### src/rtl/ram_sdp_v2_pkg.sv
// Shared definitions for the ram_sdp_v2 simple dual-port RAM.
// Holds the read-during-write mode encodings, the init FSM state type and a
// per-byte even-parity helper.
package ram_pkg;

  localparam int RD_READ_FIRST  = 0;
  localparam int RD_WRITE_FIRST = 1;

  typedef enum logic {
    CLEAR = 1'b0,
    RUN   = 1'b1
  } state_t;

  // Even parity: stored bit makes the 9-bit group have an even number of ones.
  function automatic logic byte_parity(input logic [7:0] b);
    return ^b;
  endfunction

endpackage

### src/rtl/ram_sdp_v2_if.sv
// Bus bundle for ram_sdp_v2: write port, read port and status outputs.
// Optional build macro: RAM_SDP_PARITY_EN adds the parity_err output.
interface ram_sdp_v2_if #(
  parameter int DATA_W = 8,
  parameter int ADDR_W = 6
);

  logic                  we;
  logic [DATA_W/8-1:0]   be;
  logic [ADDR_W-1:0]     write_addr;
  logic [DATA_W-1:0]     data_in;
  logic                  re;
  logic [ADDR_W-1:0]     read_addr;
  logic [DATA_W-1:0]     data_out;
  logic                  rvalid;
  logic                  init_busy;
`ifdef RAM_SDP_PARITY_EN
  logic                  parity_err;
`endif

  modport master (
    output we, be, write_addr, data_in, re, read_addr,
`ifdef RAM_SDP_PARITY_EN
    input  parity_err,
`endif
    input  data_out, rvalid, init_busy
  );

  modport slave (
    input  we, be, write_addr, data_in, re, read_addr,
`ifdef RAM_SDP_PARITY_EN
    output parity_err,
`endif
    output data_out, rvalid, init_busy
  );

endinterface

### src/rtl/ram_sdp_v2_clear.sv
// Power-up / reset clear sequencer: sweeps every address once writing zero,
// then hands the array over to normal traffic.
//
//   state | meaning
//   CLEAR | sweep in progress, counter addresses the word being zeroed
//   RUN   | sweep done, user reads/writes accepted
module ram_sdp_clear
  import ram_pkg::*;
#(
  parameter int ADDR_W = 6
) (
  input  logic              clk,
  input  logic              rst,
  output logic              clear_we,
  output logic [ADDR_W-1:0] clear_addr,
  output logic              init_busy
);

  localparam logic [ADDR_W-1:0] LAST_ADDR = '1;

  state_t            r_state;
  logic [ADDR_W-1:0] r_cnt;
  logic              r_busy;

  // Sweep FSM: one word per cycle, exactly DEPTH cycles, restart on rst.
  always_ff @(posedge clk) begin
    if (rst) begin
      r_state <= CLEAR;
      r_cnt   <= '0;
      r_busy  <= 1'b1;
    end else begin
      case (r_state)
        CLEAR: begin
          r_cnt <= r_cnt + ADDR_W'(1);
          if (r_cnt == LAST_ADDR) begin
            r_state <= RUN;
            r_busy  <= 1'b0;
          end
        end
        RUN: begin
          r_cnt <= r_cnt;
        end
        default: begin
          r_state <= CLEAR;
        end
      endcase
    end
  end

  assign clear_we   = r_busy;
  assign clear_addr = r_cnt;
  assign init_busy  = r_busy;

endmodule

### src/rtl/ram_sdp_v2.sv
// Simple dual-port RAM with byte enables, selectable read-during-write
// behaviour, optional output register and a zeroing sweep after reset.
// Optional build macro: RAM_SDP_PARITY_EN stores one even-parity bit per byte
// and flags mismatches on the read data via parity_err.
module ram_sdp_v2
  import ram_pkg::*;
#(
  parameter int DATA_W  = 8,
  parameter int ADDR_W  = 6,
  parameter int RD_MODE = RD_READ_FIRST,
  parameter int OUT_REG = 0
) (
  input  logic       clk,
  input  logic       rst,
  ram_sdp_v2_if.slave bus
);

  localparam int NB    = DATA_W / 8;
  localparam int DEPTH = 2 ** ADDR_W;

  logic [DATA_W-1:0] r_mem [DEPTH];

  logic              w_clear_we;
  logic [ADDR_W-1:0] w_clear_addr;
  logic              w_init_busy;
  logic              w_wr_en;
  logic              w_rd_en;
  logic              w_same_addr;
  logic [DATA_W-1:0] w_old_word;
  logic [DATA_W-1:0] w_merged_word;
  logic [DATA_W-1:0] w_rd_word;

  logic              r_s1_valid;
  logic [DATA_W-1:0] r_s1_data;
  logic              w_out_valid;
  logic [DATA_W-1:0] w_out_data;

  ram_sdp_clear #(.ADDR_W(ADDR_W)) u_clear (
    .clk        (clk),
    .rst        (rst),
    .clear_we   (w_clear_we),
    .clear_addr (w_clear_addr),
    .init_busy  (w_init_busy)
  );

  assign w_wr_en     = bus.we & ~w_init_busy;
  assign w_rd_en     = bus.re & ~w_init_busy;
  assign w_same_addr = w_wr_en && (bus.write_addr == bus.read_addr);
  assign w_old_word  = r_mem[bus.read_addr];

  // Forwarded view of the word: enabled bytes from data_in, the rest from the array.
  always_comb begin
    w_merged_word = w_old_word;
    for (int i = 0; i < NB; i++) begin
      if (w_same_addr && bus.be[i]) begin
        w_merged_word[i*8 +: 8] = bus.data_in[i*8 +: 8];
      end
    end
  end

  assign w_rd_word = (RD_MODE == RD_WRITE_FIRST) ? w_merged_word : w_old_word;

  // Array write: the clear sweep owns the port while busy; rst blocks all writes.
  always_ff @(posedge clk) begin
    if (!rst) begin
      if (w_clear_we) begin
        r_mem[w_clear_addr] <= '0;
      end else if (w_wr_en) begin
        for (int i = 0; i < NB; i++) begin
          if (bus.be[i]) begin
            r_mem[bus.write_addr][i*8 +: 8] <= bus.data_in[i*8 +: 8];
          end
        end
      end
    end
  end

`ifdef RAM_SDP_PARITY_EN
  logic [NB-1:0] r_par [DEPTH];
  logic [NB-1:0] w_old_par;
  logic [NB-1:0] w_merged_par;
  logic [NB-1:0] w_rd_par;
  logic [NB-1:0] r_s1_par;
  logic [NB-1:0] w_out_par;
  logic [NB-1:0] w_calc_par;

  assign w_old_par = r_par[bus.read_addr];

  // Parity forwarding mirrors the data forwarding byte for byte.
  always_comb begin
    w_merged_par = w_old_par;
    for (int i = 0; i < NB; i++) begin
      if (w_same_addr && bus.be[i]) begin
        w_merged_par[i] = byte_parity(bus.data_in[i*8 +: 8]);
      end
    end
  end

  assign w_rd_par = (RD_MODE == RD_WRITE_FIRST) ? w_merged_par : w_old_par;

  // Parity array write, in lock-step with the data array.
  always_ff @(posedge clk) begin
    if (!rst) begin
      if (w_clear_we) begin
        r_par[w_clear_addr] <= '0;
      end else if (w_wr_en) begin
        for (int i = 0; i < NB; i++) begin
          if (bus.be[i]) begin
            r_par[bus.write_addr][i] <= byte_parity(bus.data_in[i*8 +: 8]);
          end
        end
      end
    end
  end

  // Parity check on whatever sits in the output stage.
  always_comb begin
    w_calc_par = '0;
    for (int i = 0; i < NB; i++) begin
      w_calc_par[i] = byte_parity(w_out_data[i*8 +: 8]);
    end
  end

  assign bus.parity_err = w_out_valid && (w_calc_par != w_out_par);
`endif

  // First read stage: array output register; data holds when no read is taken.
  always_ff @(posedge clk) begin
    if (rst) begin
      r_s1_valid <= 1'b0;
      r_s1_data  <= '0;
`ifdef RAM_SDP_PARITY_EN
      r_s1_par   <= '0;
`endif
    end else begin
      r_s1_valid <= w_rd_en;
      if (w_rd_en) begin
        r_s1_data <= w_rd_word;
`ifdef RAM_SDP_PARITY_EN
        r_s1_par  <= w_rd_par;
`endif
      end
    end
  end

  if (OUT_REG != 0) begin : g_out_reg
    logic              r_s2_valid;
    logic [DATA_W-1:0] r_s2_data;
`ifdef RAM_SDP_PARITY_EN
    logic [NB-1:0]     r_s2_par;
`endif

    // Second read stage: extra output register, advances only on fresh data.
    always_ff @(posedge clk) begin
      if (rst) begin
        r_s2_valid <= 1'b0;
        r_s2_data  <= '0;
`ifdef RAM_SDP_PARITY_EN
        r_s2_par   <= '0;
`endif
      end else begin
        r_s2_valid <= r_s1_valid;
        if (r_s1_valid) begin
          r_s2_data <= r_s1_data;
`ifdef RAM_SDP_PARITY_EN
          r_s2_par  <= r_s1_par;
`endif
        end
      end
    end

    assign w_out_valid = r_s2_valid;
    assign w_out_data  = r_s2_data;
`ifdef RAM_SDP_PARITY_EN
    assign w_out_par   = r_s2_par;
`endif
  end else begin : g_out_direct
    assign w_out_valid = r_s1_valid;
    assign w_out_data  = r_s1_data;
`ifdef RAM_SDP_PARITY_EN
    assign w_out_par   = r_s1_par;
`endif
  end

  assign bus.data_out  = w_out_data;
  assign bus.rvalid    = w_out_valid;
  assign bus.init_busy = w_init_busy;

endmodule

### src/flat_wrapper.sv
// flat-port wrapper written by rule: the top's interface ports become plain ports
module ram_sdp_v2_flat import ram_pkg::*;
#(
  parameter int DATA_W  = 8,
  parameter int ADDR_W  = 6,
  parameter int RD_MODE = RD_READ_FIRST,
  parameter int OUT_REG = 0
)
  (clk, rst, bus_we, bus_be, bus_write_addr, bus_data_in, bus_re, bus_read_addr, bus_data_out, bus_rvalid, bus_init_busy);
  ram_sdp_v2_if #(.DATA_W(DATA_W), .ADDR_W(ADDR_W)) bus_i ();
  input  logic clk;
  input  logic rst;
  input wire logic [$bits(bus_i.we)-1:0] bus_we;
  input wire logic [$bits(bus_i.be)-1:0] bus_be;
  input wire logic [$bits(bus_i.write_addr)-1:0] bus_write_addr;
  input wire logic [$bits(bus_i.data_in)-1:0] bus_data_in;
  input wire logic [$bits(bus_i.re)-1:0] bus_re;
  input wire logic [$bits(bus_i.read_addr)-1:0] bus_read_addr;
  output wire logic [$bits(bus_i.data_out)-1:0] bus_data_out;
  output wire logic [$bits(bus_i.rvalid)-1:0] bus_rvalid;
  output wire logic [$bits(bus_i.init_busy)-1:0] bus_init_busy;
  assign bus_i.we = bus_we;
  assign bus_i.be = bus_be;
  assign bus_i.write_addr = bus_write_addr;
  assign bus_i.data_in = bus_data_in;
  assign bus_i.re = bus_re;
  assign bus_i.read_addr = bus_read_addr;
  assign bus_data_out = bus_i.data_out;
  assign bus_rvalid = bus_i.rvalid;
  assign bus_init_busy = bus_i.init_busy;
  ram_sdp_v2 #(.DATA_W(DATA_W), .ADDR_W(ADDR_W), .RD_MODE(RD_MODE), .OUT_REG(OUT_REG)) u_core (.clk(clk), .rst(rst), .bus(bus_i));
endmodule
### config.mk
export PLATFORM = sky130hd
export DESIGN_NAME = ram_sdp_v2_flat
export DESIGN_NICKNAME = d
export VERILOG_FILES = /design/src/rtl/ram_sdp_v2_pkg.sv /design/src/rtl/ram_sdp_v2_if.sv /design/src/rtl/ram_sdp_v2_clear.sv /design/src/rtl/ram_sdp_v2.sv /design/src/flat_wrapper.sv
export SDC_FILE = /design/constraint.sdc
export NUM_CORES = 1
export LEC_CHECK = 0
export CAP_MARGIN = 40
export CORE_AREA = 2 2 182 219
export CTS_CLUSTER_DIAMETER = 50
export DETAILED_ROUTE_END_ITERATION = 12
export DIE_AREA = 0 0 184 221
export GPL_ROUTABILITY_DRIVEN = 0
export PLACE_DENSITY = 0.8
export SLEW_MARGIN = 40
export SYNTH_ARGS = -nofsm -noshare
export SYNTH_HDL_FRONTEND = slang
export SYNTH_HIERARCHICAL = 1
export SYNTH_SLANG_ARGS = --single-unit
### constraint.sdc
create_clock -name clk -period 3.32 [get_ports clk]
set_input_delay 0.498 -clock clk [delete_from_list [all_inputs] [get_ports clk]]
set_output_delay 0.498 -clock clk [all_outputs]
set_load 0.01 [all_outputs]
==> impl_metrics.csv, run 1 <==
group,metric,value,unit
timing,finalCritPeriodShare,83.3,%
finish,drive_above_1_share,19.5,%
floorplanning,core-area,0.0385,sq mm
timing,setup_violations,0,
logic_synthesis,synth_ff_type,"edfxtp_1",
timing,report.final.slew_viol_count,0,
route,viasPerCell,6.37,
logic_synthesis,syn_area_per_cell,18.5,sq um
logic_synthesis,synth_compound_area_share,4.23,%
timing,finalClockSkew,11.5,ps
pwr,combinationalPowerShare,3.8,%
logic_synthesis,synth_mux_area_share,14.0,%
route,drc,0,
floorplanning,die_area,0.0407,sq mm
route,final_antenna_net_count,0,
pwr,power_switching,2.70,mW
finish,final_cell_mix,"512 x edfxtp_1, 144 x mux2i_1, 87 x a22oi_1",
clocking,cts_tree,"yes",
clocking,path_clk_slew,60,ps
logic_synthesis,synth_top_family_by_area,"multiplexers",
setup_path,cp_max_fo,9,
setup_path,critical_path_class,"reg -> reg",
finish,post-route-util,62.5,%
logic_synthesis,synth-adder-area-share,0.0597,%
global_route,grt_pass1_vias,11600,
global_route,grt_max_degree,65,
finish,finalNetCount,1277,
logic_synthesis,yosysSeqAreaShare,75.0,%
setup_path,path_cells,"nand4bb_4, nor2_2, mux2i_1, nand2_1, nor2_1",
clocking,cts_buffer_depth,3,
timing,worst_slew_pin_slew,856,ps
logic_synthesis,ys_ff_latch,529,
timing,period_minus_slack,2770,ps
timing,fin_setup_tns,0,ps
logic_synthesis,yosys.area_share.simple,4.77,%
timing,max_freq,361,MHz
finish,n_antenna_cell,0,
logic_synthesis,netlist_instances,1133,
floorplanning,ios,35,
clocking,cts_htree_levels,2,
pwr,p_per_area,554,mW/mm^2
clocking,hold_buffers,0,
logic_synthesis,syn-cell-area,0.0210,sq mm
timing,relSlewSlack,42.7,%
global_route,track_usage,23.7,%
setup_path,slowest_stage,"nor2_1",
pwr,clockPowerShare,42.0,%
route,first_iter_violations,1475,
timing,hold_ws,620,ps
setup_path,cp-start-kind,"register",
logic_synthesis,synth-edff-count,512,
setup_path,worst_setup_path_end_kind,"register",
hold_path,worstHoldPathType,"reg -> reg",
logic_synthesis,syn-num-nets,1159,
floorplanning,die_h,221,um
pwr,pwr-share-seq,54.2,%
finish,area_growth,15.0,%
pwr,p_int,10.7,mW
clocking,cts_buffers,51,
logic_synthesis,ys_types,52,
pwr,swShare,20.2,%
route,dr.pass1.iters,5,
logic_synthesis,async_flop_share,0,%
pwr,power,13.4,mW
global_route,grt_overflow_total,0,
clocking,worstSkewPairLatency,570,ps
timing,finalHoldViolCount,0,
clocking,clkSinkCount,529,
route,wl_per_cell,26.7,um
place,dp_hpwl,28600,um
setup_path,cp.arrival,2960,ps
logic_synthesis,ys_warn_count,6,
logic_synthesis,synthXorXnorAreaFrac,0.167,%
status,status,"completed",
global_route,antenna_found_initial,1,
route,vias,11300,
floorplanning,initial_core_util,54.4,%
pwr,ir_drop,0.443,mV
clocking,post-cts-setup-buffer-count,0,
run,drv_cap,0,
floorplanning,die_x,184,um
setup_path,cp.required,3520,ps
route,wirelength,47600,um
finish,final_common_cell,"edfxtp_1",
clocking,cts_resized,0,
timing,rsz0062_at_grt,"no",
pwr,power_leakage,8.26,nW
floorplanning,rows,79,
place,port_buffers,34,
clocking,clk_root_buffer_cell,"clkbuf_16",
global_route,grt_pass1_wl,71200,um
setup_path,crit_path_max_incr_delay,680,ps
-- layer usage --
| metal | track usage [%] | up-vias | share of wire (%) |
|---|---|---|---|
| met5 | 0 | - | 0.017 |
| met3 | 4.25 | 99 | 9.0 |
| met1 | 30.9 | 5790 | 36 |
| met2 | 39.7 | 622 | 51 |
| li1 | - | 4816 | - |
| met4 | 9.19 | 2 | 3.6 |
-- power by group through the flow --
stage	Sequential (mW)	Clock (mW)	Combinational, mW
after global placement	7.38	0	0.482
after detailed placement	7.38	0	0.490
after global routing	7.24	5.91	0.524
after CTS	7.24	5.67	0.495
final	7.24	5.61	0.502
after floorplan	7.38	0	0.321
-- Yosys cell counts (3+ instances only) --
master | instances | area share, %
nor2b_1 | 10 | 0.30
buf_1 | 3 | 0.054
a22oi_1 | 87 | 3.1
a21oi_1 | 4 | 0.096
and2_1 | 11 | 0.33
mux2_2 | 5 | 0.27
nand2b_1 | 9 | 0.27
mux2i_1 | 144 | 6.9
nand2_1 | 32 | 0.57
clkbuf_1 | 14 | 0.25
buf_2 | 35 | 0.84
nor2_1 | 80 | 1.4
buf_4 | 6 | 0.21
dfxtp_1 | 17 | 1.6
nand3_1 | 34 | 0.81
inv_1 | 3 | 0.054
edfxtp_1 | 512 | 73
a221o_1 | 7 | 0.33
o211ai_1 | 7 | 0.25
xor2_1 | 3 | 0.13
mux4_1 | 5 | 0.63
buf_6 | 5 | 0.27
mux4_2 | 58 | 6.2
nand4_1 | 8 | 0.24
-- stage by stage --
step / instances / setup WS, ps / instance area, sq um
after CTS: 1779 / 551 / 24100
after global routing: 1779 / 397 / 24100
final: 1779 / 554 / 24100
after global placement: 1684 / 249 / 22500
after floorplan: 1133 / 594 / 21000
after detailed placement: 1684 / 165 / 22500
-- cells by family after synthesis --
group | Yosys count
simple gates | 202
xor+xnor | 4
flops | 529
mux | 212
buf+inv | 68
fa+ha+maj | 1
compound gates | 117
-- critical path: cells and delay by family (launching register included) --
| family | cells | cell delay [ps] |
|---|---|---|
| DFF | 1 | 440 |
| muxes | 1 | 300 |
| and+or+nand+nor | 4 | 1650 |
-- state kept, by name, summed over array words and instances, names as in the netlist --
signal	count
u_core/r_mem	512
u_core/bus.data_out	8
u_core/u_clear/clear_addr	6
u_core/u_clear/r_state	1
u_core/u_clear/clear_we	1
u_core/bus.rvalid	1
-- layout make-up --
type	instances	area [sq um]
clock buffer	60	1350
tap	486	608
fill	2569	14400
sequential	529	15700
clock inverter	35	273
multi-input combinational	536	4890
inverter	3	11.3
timing repair buffer	130	1260
-- worst paths after layout --
path              depth (start not counted)                                   endpoint                                 startpoint  slack (ps)
setup / recovery                          5              u_core/r_mem[27][0]$_DFFE_PP_       u_core/u_clear/clear_we$_SDFFE_PP1P_         550
hold / removal                            2  u_core/u_clear/clear_addr[5]$_SDFFE_PP0N_  u_core/u_clear/clear_addr[5]$_SDFFE_PP0N_         620
setup reg to reg                          5              u_core/r_mem[27][0]$_DFFE_PP_       u_core/u_clear/clear_we$_SDFFE_PP1P_         550
hold reg to reg                           2  u_core/u_clear/clear_addr[5]$_SDFFE_PP0N_  u_core/u_clear/clear_addr[5]$_SDFFE_PP0N_         620
No activity file was read; power rests on OpenSTA's default activity.
==> run 2, diff against run 1 <==
- clock period: 3.32 -> 2.7 ns (I/O delays scaled with it)
==> run 2 against run 1 <==
Net effect:
- combinational power rose by 31%
- design area grew 1.4%
- critical path type unchanged
- power up 22%
- largest cell class unchanged
==> impl_metrics.csv, run 2 (synthesis gave the netlist of run 1 again) <==
group,metric,value,unit
timing,finalCritPeriodShare,88.2,%
route,first_iter_violations,1369,
setup_path,crit_path_max_incr_delay,640,ps
timing,finalWorstSetupSlack,320,ps
finish,n_antenna_cell,0,
global_route,grt_pass1_wl,71400,um
timing,rsz0062_at_grt,"no",
setup_path,worst_setup_path_end_kind,"register",
global_route,grt_overflow_total,0,
status,status,"completed",
floorplanning,initial_core_util,54.4,%
clocking,hold_buffers,0,
pwr,power_leakage,8.45,nW
setup_path,critical_path.reg2reg.startpoint,"u_core/u_clear/clear_we$_SDFFE_PP1P_",
setup_path,reg2reg_to,"u_core/r_mem[0][7]$_DFFE_PP_",
route,drc,0,
setup_path,cp.required,2890,ps
run,drv_cap,0,
timing,finalClockSkew,26.6,ps
place,dp_hpwl,29500,um
clocking,cts_htree_levels,2,
floorplanning,rows,79,
floorplanning,die_h,221,um
clocking,clk_root_buffer_cell,"clkbuf_16",
setup_path,slowest_stage,"nor2_1",
finish,final_cell_mix,"512 x edfxtp_1, 144 x mux2i_1, 113 x buf_4",
setup_path,crit_buf_inv,1,
floorplanning,die_area,0.0407,sq mm
hold_path,hp-start,"u_core/u_clear/clear_we$_SDFFE_PP1P_",
setup_path,cp.arrival,2570,ps
global_route,grt_pass1_vias,11800,
setup_path,reg2reg_depth,6,
setup_path,path_cells,"nand4bb_4, buf_4, o22ai_1, nor2b_1, nand2_1, nor2_1",
timing,period_minus_slack,2380,ps
finish,drive_above_1_share,21.8,%
place,pre_cts_ws,-100,ps
floorplanning,ios,35,
place,port_buffers,34,
finish,top_register,"u_core/r_mem",
clocking,cts_resized,0,
clocking,cts_buffers,48,
clocking,clkSinkCount,529,
global_route,antenna_found_initial,0,
setup_path,cp-start-kind,"register",
hold_path,worstHoldPathType,"reg -> reg",
global_route,track_usage,24.0,%
timing,relSlewSlack,44.3,%
pwr,p_per_area,667,mW/mm^2
finish,final_common_cell,"edfxtp_1",
setup_path,ff2ff_setup_slack,320,ps
route,wirelength,47900,um
clocking,path_clk_slew,60,ps
route,viasPerCell,6.26,
finish,finalNetCount,1313,
pwr,ir_drop,0.613,mV
timing,report.final.slew_viol_count,0,
setup_path,cpLargestDelayFamily,"simple AND/OR/NAND/NOR gates",
timing,finalHoldViolCount,0,
clocking,post-cts-setup-buffer-count,0,
clocking,cts_buffer_depth,3,
clocking,worstSkewPairLatency,580,ps
setup_path,critical_path_class,"reg -> reg",
route,vias,11400,
floorplanning,die_x,184,um
global_route,grt_max_degree,65,
timing,fin_setup_tns,0,ps
finish,area_growth,16.7,%
clocking,cts_tree,"yes",
floorplanning,core-area,0.0385,sq mm
hold_path,min_path_cells,1,
route,wl_per_cell,26.4,um
route,dr.pass1.iters,7,
hold_path,hold_end,"u_core/u_clear/clear_we$_SDFFE_PP1P_",
route,final_antenna_net_count,0,
setup_path,cp_max_fo,8,
timing,setup_violations,0,
finish,largest_register_ffs,512,
timing,max_freq,420,MHz
timing,worst_slew_pin_slew,830,ps
run 2: cell types whose count changed in the layout (fill, tap and decap cells not counted), moves of 2 or more:
cell       previous run  this run
clkbuf_16            53        51
clkbuf_8              0         3
clkinv_8              0         2
clkbuf_1              7        10
clkinv_4              0         2
buf_12               16        23
clkinv_2             12         8
clkinv_1             14         6
buf_4                81       113
run 2: worst max path at each step:
stage                                               end  slack [ps]                                  from  depth (start not counted)
final                      u_core/r_mem[0][7]$_DFFE_PP_         320  u_core/u_clear/clear_we$_SDFFE_PP1P_                          6
after global routing       u_core/r_mem[0][7]$_DFFE_PP_         100  u_core/u_clear/clear_we$_SDFFE_PP1P_                          6
after CTS                  u_core/r_mem[0][7]$_DFFE_PP_         330  u_core/u_clear/clear_we$_SDFFE_PP1P_                          6
after detailed placement   u_core/r_mem[0][7]$_DFFE_PP_        -100                                bus_we                          7
after global placement     u_core/r_mem[0][2]$_DFFE_PP_         -60                                bus_we                          7
after floorplan           u_core/r_mem[21][0]$_DFFE_PP_         320  u_core/u_clear/clear_we$_SDFFE_PP1P_                          7
run 2: area by class of cell:
class / count / area, sq um
Multi-Input combinational cell: 536 / 4880
Fill cell: 2450 / 14100
Inverter: 3 / 11.3
Timing Repair Buffer: 169 / 1640
Clock buffer: 64 / 1360
Clock inverter: 25 / 234
Tap cell: 486 / 608
Sequential cell: 529 / 15700
run 2: metal layers:
layer	share of wire, %	track usage (%)	up-vias
li1	-	-	4874
met1	35	29.1	5669
met2	50	40.5	637
met3	7.8	4.25	172
met4	6.3	13.6	0
met5	0	0	-
run 2: metrics by stage:
| step | instances | hold slack, ps | util, % | total power [mW] | instance area [sq um] |
|---|---|---|---|---|---|
| after global placement | 1723 | 516 | 59.3 | 9.71 | 22900 |
| final | 1812 | 544 | 63.4 | 16.3 | 24500 |
| after floorplan | 1133 | 495 | - | 9.47 | 21000 |
| after CTS | 1812 | 543 | 63.4 | 16.4 | 24500 |
| after detailed placement | 1723 | 526 | 59.3 | 9.72 | 22900 |
| after global routing | 1812 | 566 | 63.4 | 16.7 | 24500 |
run 2: report_power, final:
part / leakage, nW / total (mW) / switching (mW) / internal [mW]
logic: 2.75 / 0.656 / 0.375 / 0.281
registers: 4.93 / 8.90 / 0.0163 / 8.89
clock network: 0.772 / 6.76 / 2.91 / 3.84
total: 8.45 / 16.3 / 3.31 / 13.0
